==> src/rtl/poly_arith_pkg.sv <==
// poly_arith_pkg: shared types and constants for the FIPS 203 polynomial
// arithmetic datapath (modulus Q = 3329, 12-bit coefficients).
//   coeff_t  : one reduced coefficient, 0..Q-1
//   Q        : the Kyber/ML-KEM prime
//   INV_EXP  : Q-2, the Fermat inversion exponent used by mod_div
//   mul_mod  : behavioural a*b mod Q, used by mod_mul
package poly_arith_pkg;

  typedef logic [11:0] coeff_t;

  localparam coeff_t Q       = 12'd3329;
  localparam coeff_t INV_EXP = Q - 12'd2;   // 12'b1100_1111_1111

  function automatic coeff_t mul_mod(input coeff_t a, input coeff_t b);
    logic [23:0] prod;
    prod = {12'd0, a} * {12'd0, b};
    return coeff_t'(prod % 24'(Q));
  endfunction

endpackage

==> src/rtl/mod_mul.sv <==
// mod_mul: single-cycle-latency modular multiplier, result = op1*op2 mod Q.
// Ports:
//   clk, rst          clock, synchronous active-high reset
//   valid_i           operands valid this cycle
//   op1_i, op2_i      reduced operands (coeff_t)
//   result_o          reduced product, registered
//   valid_o           high the cycle after valid_i; cleared by reset so an
//                     in-flight product is dropped
module mod_mul
  import poly_arith_pkg::*;
(
  input  logic   clk,
  input  logic   rst,
  input  logic   valid_i,
  input  coeff_t op1_i,
  input  coeff_t op2_i,
  output coeff_t result_o,
  output logic   valid_o
);

  always_ff @(posedge clk) begin
    if (rst) begin
      result_o <= '0;
      valid_o  <= 1'b0;
    end else begin
      valid_o <= valid_i;
      if (valid_i) result_o <= mul_mod(op1_i, op2_i);
    end
  end

endmodule

==> src/rtl/mod_div.sv <==
// mod_div: sequential modular divider, result = op1 * op2^-1 mod Q.
// The inverse is op2^(Q-2) by left-to-right square-and-multiply over the
// low 11 bits of INV_EXP (the MSB is consumed by loading acc = op2), then
// one final multiply by op1. A single mod_mul is shared for all 21 ops;
// each op takes an issue cycle and a capture cycle, 44 cycles per job.
// Ports:
//   clk, rst          clock, synchronous active-high reset
//   op1_i, op2_i      dividend / divisor, 0..Q-1
//   valid_i           accepted when valid_i & ready_o
//   ready_o           high only in IDLE
//   result_o          quotient, held until the next completion
//   valid_o           one-cycle pulse with a new result_o
//   div_by_zero_o     only with MOD_DIV_ZERO_CHK_EN defined: flags a job
//                     with op2 == 0, which then finishes in one cycle
// Optional feature macro: MOD_DIV_ZERO_CHK_EN
//
// state | meaning
// IDLE  | waiting for valid_i, ready_o high
// SQR   | acc <= acc*acc (issue, then capture)
// MUL   | acc <= acc*base_r, taken when the current exponent bit is 1
// DIV   | acc <= acc*dvd_r, the final multiply by the dividend
// DONE  | valid_o high for this cycle, then back to IDLE
module mod_div
  import poly_arith_pkg::*;
(
  input  logic   clk,
  input  logic   rst,
  input  coeff_t op1_i,
  input  coeff_t op2_i,
  input  logic   valid_i,
  output logic   ready_o,
  output coeff_t result_o,
  output logic   valid_o
`ifdef MOD_DIV_ZERO_CHK_EN
  ,
  output logic   div_by_zero_o
`endif
);

  typedef enum logic [2:0] {S_IDLE, S_SQR, S_MUL, S_DIV, S_DONE} state_t;

  state_t     state;
  logic       issue;      // 1: issue sub-cycle, 0: capture sub-cycle
  logic [3:0] bit_idx;
  coeff_t     acc;
  coeff_t     base_r;
  coeff_t     dvd_r;

  logic       in_op;
  logic       mm_valid_i;
  logic       mm_valid_o;
  coeff_t     mm_op2;
  coeff_t     mm_result;

  assign in_op      = (state == S_SQR) || (state == S_MUL) || (state == S_DIV);
  assign mm_valid_i = in_op && issue;

  always_comb begin
    mm_op2 = acc;
    case (state)
      S_MUL:   mm_op2 = base_r;
      S_DIV:   mm_op2 = dvd_r;
      default: mm_op2 = acc;
    endcase
  end

  mod_mul u_mod_mul (
    .clk      (clk),
    .rst      (rst),
    .valid_i  (mm_valid_i),
    .op1_i    (acc),
    .op2_i    (mm_op2),
    .result_o (mm_result),
    .valid_o  (mm_valid_o)
  );

  always_ff @(posedge clk) begin
    if (rst) begin
      state    <= S_IDLE;
      issue    <= 1'b1;
      bit_idx  <= '0;
      acc      <= '0;
      base_r   <= '0;
      dvd_r    <= '0;
      ready_o  <= 1'b1;
      valid_o  <= 1'b0;
      result_o <= '0;
`ifdef MOD_DIV_ZERO_CHK_EN
      div_by_zero_o <= 1'b0;
`endif
    end else begin
      valid_o <= 1'b0;
      case (state)
        S_IDLE: begin
          if (valid_i) begin
            dvd_r   <= op1_i;
            base_r  <= op2_i;
            acc     <= op2_i;
            bit_idx <= 4'd10;
            issue   <= 1'b1;
            ready_o <= 1'b0;
`ifdef MOD_DIV_ZERO_CHK_EN
            div_by_zero_o <= (op2_i == '0);
            if (op2_i == '0) begin
              result_o <= '0;
              valid_o  <= 1'b1;
              state    <= S_DONE;
            end else begin
              state <= S_SQR;
            end
`else
            state <= S_SQR;
`endif
          end
        end

        S_SQR, S_MUL, S_DIV: begin
          if (issue) begin
            issue <= 1'b0;
          end else begin
            issue <= 1'b1;
            acc   <= mm_result;
            case (state)
              S_SQR: begin
                if (INV_EXP[bit_idx])  state <= S_MUL;
                else if (bit_idx == 0) state <= S_DIV;
                else                   bit_idx <= bit_idx - 4'd1;
              end
              S_MUL: begin
                if (bit_idx == 0) begin
                  state <= S_DIV;
                end else begin
                  bit_idx <= bit_idx - 4'd1;
                  state   <= S_SQR;
                end
              end
              default: begin
                // DIV capture: publish directly so valid_o lands in DONE
                result_o <= mm_result;
                valid_o  <= 1'b1;
                state    <= S_DONE;
              end
            endcase
          end
        end

        S_DONE: begin
          state   <= S_IDLE;
          ready_o <= 1'b1;
        end

        default: begin
          state   <= S_IDLE;
          ready_o <= 1'b1;
        end
      endcase
    end
  end

`ifndef SYNTHESIS
  // every capture cycle relies on the multiplier's one-cycle latency
  always_ff @(posedge clk) begin
    if (!rst && in_op && !issue) assert (mm_valid_o);
  end
`endif

endmodule

==> config.mk <==
export PLATFORM = sky130hd
export DESIGN_NAME = mod_div
export DESIGN_NICKNAME = d
export VERILOG_FILES = /design/src/rtl/poly_arith_pkg.sv /design/src/rtl/mod_mul.sv /design/src/rtl/mod_div.sv
export SDC_FILE = /design/constraint.sdc
export NUM_CORES = 1
export LEC_CHECK = 0
export BUFFER_PORTS_ARGS = -buffer_cell sky130_fd_sc_hd__buf_2
export CORE_UTILIZATION = 45
export CTS_CLUSTER_DIAMETER = 60
export DETAILED_ROUTE_END_ITERATION = 8
export PLACE_DENSITY = 0.61
export SLEW_MARGIN = 10
export SYNTH_ARGS = -nofsm -noshare
export SYNTH_HDL_FRONTEND = slang
export SYNTH_HIERARCHICAL = 1
export SYNTH_SLANG_ARGS = --single-unit
==> constraint.sdc <==
create_clock -name clk -period 44.9 [get_ports clk]
set_input_delay 4.49 -clock clk [delete_from_list [all_inputs] [get_ports clk]]
set_output_delay 4.49 -clock clk [all_outputs]
set_load 0.01 [all_outputs]
==> results_dict.tcl, run 1 <==
set metrics [dict create \
    hp-class "reg2reg" \
    layout_min_cycle_time_ns 22.49 \
    synth.avg_cell_area_um2 7.59 \
    worstSetupStartpointType "flop" \
    final_antenna_net_count 0 \
    wire_per_inst_um 17.6 \
    hold_viol 0 \
    reg2reg_from "state[1]$_SDFFE_PP0P_" \
    drt_iter0_markers 1016 \
    die_w_um 180 \
    design_area_mm2 0.0150 \
    drc 0 \
    clkLatencyLatePin_ns 0.34 \
    drv_cap 0 \
    status "completed" \
    cp_slowest_cell "o21ai_1" \
    hold_end "base_r[2]$_SDFFE_PP0P_" \
    syn_nets 2072 \
    gr-total-overflow 0 \
    fin_skew_ns 0.00593 \
    cp.arrival_ns 22.74 \
    coreArea_mm2 0.0309 \
    routabilityCongestion 0.889 \
    cts_tree "yes" \
    dieArea_mm2 0.0324 \
    viasPerCell 6.18 \
    post_cts_buffers 0 \
    reg2reg_depth 60 \
    endpoint_kind "flop" \
    hold_depth 2 \
    grt_pass1_wl_um 66700 \
    die_y_um 180 \
    synthCells 1878 \
    hold_buffers 0 \
    route.vias.total 13900 \
    final_cells 2248 \
    drive_gt1_frac 0.0972 \
    row_count 64 \
    maxSlewHeadroom 0.302 \
    path_clk_slew_ns 0.06 \
    grt_max_degree 72 \
    initial_core_util 0.461 \
    rrSetupSlack_ns 22.41 \
    clk_path_buf_depth 2 \
    startpoint "state[1]$_SDFFE_PP0P_" \
    cts_buffers 9 \
    min_period_over_period 0.501 \
    routed_wl_um 39600 \
    grt_pass1_vias 13300 \
    dp_cells 2232 \
    yosys_warnings 6 \
    worst_pin_slew_ns 1.04 \
    finalMaxSlewViolations 0 \
    grt_usage 0.243 \
    layout.nets 2041 \
    root_buffer "clkbuf_16" \
    timing.fmax_mhz 44.5 \
    antenna_found_initial 0 \
    num_antenna_cells 0 \
    finalSetupViolations 0 \
    worstPathRequired_ns 45.15 \
    timing.rr.end "u_mod_mul/result_o[1]$_SDFFE_PP0P_" \
    dpl_cell_area_mm2 0.0146 \
    hold_path_startpoint "base_r[2]$_SDFFE_PP0P_" \
    fin_setup_tns_ns 0 \
    cts-resized-gates 0 \
    cts_htree_levels 3 \
    layout_common_cells "288 x nand2_1, 148 x inv_1, 119 x a21oi_1" \
    synthToLayoutAreaGrowth_pct 4.90 \
    cpMostUsedCell "fa_1" \
    drtPass1Iterations 7 \
    final_common_cell "nand2_1" \
    io-pin-count 41 \
    critPathKind "reg2reg" \
    rsz0062_at_grt "false" \
    cts.sinks 71 \
    crit_path_max_incr_delay_ns 0.90 \
    critPathMaxFanout 26 \
    dp_hpwl_um 31100 \
    io_buffers 40 \
    synth_area_mm2 0.0143 \
]
==> state kept, by name, summed over array words and instances, names as in the netlist, 3 cells and up, named ones only <==
signal / count
u_mod_mul/result_o: 12
result_o: 12
state: 3
base_r: 12
dvd_r: 12
bit_idx: 4
acc: 12
==> critical path: cells and delay by family (launching register included) <==
kind                     cells  cell delay (ns)
buffers and inverters        4             0.26
flip-flops                   1             0.50
AND/OR/NAND/NOR             16             5.92
AO/OA/AOI/OAI               27             9.95
XOR/XNOR                     3             1.19
adder cells (fa/ha/maj)      8             3.60
multiplexers                 2             0.92
==> per-layer routing <==
| metal | global-route usage | vias to the layer above | wire length (µm) |
|---|---|---|---|
| met5 | 0 | - | 0 |
| met4 | 0.0359 | 0 | 356 |
| met3 | 0.0234 | 44 | 2030 |
| met2 | 0.397 | 413 | 18400 |
| met1 | 0.351 | 6708 | 18800 |
| li1 | - | 6718 | - |
==> per-stage QoR <==
stage / hold slack [ns] / setup slack (ns) / utilization
floorplan: 0.436 / 26.97 / -
global placement: 0.442 / 23.58 / 0.473
detailed placement: 0.446 / 22.83 / 0.473
CTS: 0.454 / 22.78 / 0.484
global route: 0.480 / 20.68 / 0.484
finish: 0.454 / 22.41 / 0.484
==> worst max path at each step <==
stage                                         end  slack [ns]
6_report       u_mod_mul/result_o[1]$_SDFFE_PP0P_       22.41
5_1_grt        u_mod_mul/result_o[1]$_SDFFE_PP0P_       20.68
4_1_cts        u_mod_mul/result_o[1]$_SDFFE_PP0P_       22.78
3_5_place_dp   u_mod_mul/result_o[1]$_SDFFE_PP0P_       22.83
3_3_place_gp   u_mod_mul/result_o[1]$_SDFFE_PP0P_       23.58
2_1_floorplan  u_mod_mul/result_o[1]$_SDFFE_PP0P_       26.97
==> layout make-up <==
type / instances / area (µm²)
Multi-Input combinational cell: 1560 / 11800
Clock buffer: 9 / 225
Inverter: 149 / 559
Timing Repair Buffer: 56 / 320
Clock inverter: 7 / 104
Fill cell: 3075 / 15900
Tap cell: 396 / 495
Sequential cell: 71 / 1420
Power of run 1 is left out: the tool's default activity adds up to more than one toggle a clock period on the data nets, which glitch-free logic cannot reach.
==> run 2, diff against run 1 <==
- PLACE_DENSITY: 0.61 -> 0.63
- clock period: 44.9 -> 19.9 ns (I/O delays scaled with it)
==> results_dict.tcl, run 2 (synthesis gave the netlist of run 1 again) <==
set metrics [dict create \
    cts_tree "yes" \
    drc 0 \
    layout_min_cycle_time_ns 18.94 \
    finalSetupViolations 0 \
    hold_buffers 0 \
    coreArea_mm2 0.0309 \
    min_period_over_period 0.952 \
    maxSlewHeadroom 0.354 \
    row_count 64 \
    hp-class "reg2reg" \
    die_w_um 180 \
    cts_buffers 9 \
    hold_viol 0 \
    io-pin-count 41 \
    final_cells 2321 \
    crit_path_max_incr_delay_ns 0.55 \
    path_clk_slew_ns 0.06 \
    gr-total-overflow 0 \
    finalMaxSlewViolations 0 \
    critPathKind "reg2reg" \
    routed_wl_um 39800 \
    cts.sinks 71 \
    clkLatencyLatePin_ns 0.34 \
    grt_pass1_vias 13400 \
    grt_usage 0.239 \
    wl_met2_um 18200 \
    final_antenna_net_count 0 \
    final_common_cell "nand2_1" \
    rrSetupSlack_ns 0.96 \
    worstSetupStartpointType "flop" \
    worstPathRequired_ns 20.15 \
    cp.arrival_ns 19.19 \
    critPathMaxFanout 26 \
    die_y_um 180 \
    endpoint_kind "flop" \
    grt_pass1_wl_um 66000 \
    status "completed" \
    initial_core_util 0.461 \
    num_antenna_cells 0 \
    wire_per_inst_um 17.2 \
    dieArea_mm2 0.0324 \
    grt_max_degree 72 \
    routabilityCongestion 0.924 \
    fin_skew_ns 0.00825 \
    antenna_found_initial 0 \
    maxUsedRoutingLayer "met4" \
    wl_met1_um 19000 \
    root_buffer "clkbuf_16" \
    cts_htree_levels 3 \
    route.vias.total 14200 \
    worst_pin_slew_ns 0.968 \
    viasPerCell 6.14 \
    dp_hpwl_um 31400 \
    cpMostUsedCell "buf_4" \
    synthToLayoutAreaGrowth_pct 9.86 \
    dp_cells 2297 \
    io_buffers 40 \
    drt_iter0_markers 1043 \
    timing.fmax_mhz 52.8 \
    layout.nets 2114 \
    drive_gt1_frac 0.144 \
    drtPass1Iterations 5 \
    drv_cap 0 \
    cp_slowest_cell "fa_1" \
    met3WireLength_um 1970 \
    layout_common_cells "288 x nand2_1, 148 x inv_1, 117 x a21oi_1" \
    clk_path_buf_depth 2 \
]
==> run 2: layout make-up <==
cell class / instances / area (µm²)
clock buffer: 10 / 239
timing repair buffer: 129 / 868
sequential: 71 / 1420
tap: 396 / 495
fill: 3021 / 15200
clock inverter: 6 / 68.8
inverter: 149 / 559
multi-input combinational: 1560 / 12000
==> run 2: final timing paths <==
path	end	start	cells after the start
worst max-delay path	u_mod_mul/result_o[1]$_SDFFE_PP0P_	state[1]$_SDFFE_PP0P_	67
worst min-delay path	result_o[2]$_SDFFE_PP0P_	result_o[2]$_SDFFE_PP0P_	2
worst max register to register	u_mod_mul/result_o[1]$_SDFFE_PP0P_	state[1]$_SDFFE_PP0P_	67
worst min register to register	result_o[2]$_SDFFE_PP0P_	result_o[2]$_SDFFE_PP0P_	2
==> run 2: through the flow <==
step                instance area (µm²)  hold WS [ns]  setup slack [ns]   util  TNS [ns]
floorplan                         14300         0.436              1.97      -         0
global placement                  15100         0.443             0.675  0.489         0
detailed placement                15100         0.445             0.238  0.489         0
CTS                               15400         0.454             0.151  0.499         0
global route                      15700         0.470           -0.0278  0.507   -0.0278
finish                            15700         0.453             0.961  0.507         0
==> run 2: worst max-delay path, delay by kind of cell, from the launching register on <==
family	cells	cell delay [ns]
buf+inv	10	1.53
fa+ha+maj	7	3.20
compound gates	30	8.48
flops	1	0.48
xor+xnor	4	0.76
mux	2	0.68
simple gates	14	3.68
==> run 2: metal layers <==
metal  vias to the layer above  global-route usage
met5                         -                   0
met4                         0              0.0509
met3                        66              0.0212
met2                       427               0.388
met1                      6891               0.345
li1                       6860                   -
==> run 2: repair_timing <==
| action | 4_1_cts | 5_1_grt |
|---|---|---|
| setup buffers | 0 | 8 |
| setup endpoints to repair | 0 | 12 |
| resized for setup | 0 | 37 |
| endpoints found under the hold margin | 0 | 0 |
Power of run 2 is left out for the same reason.
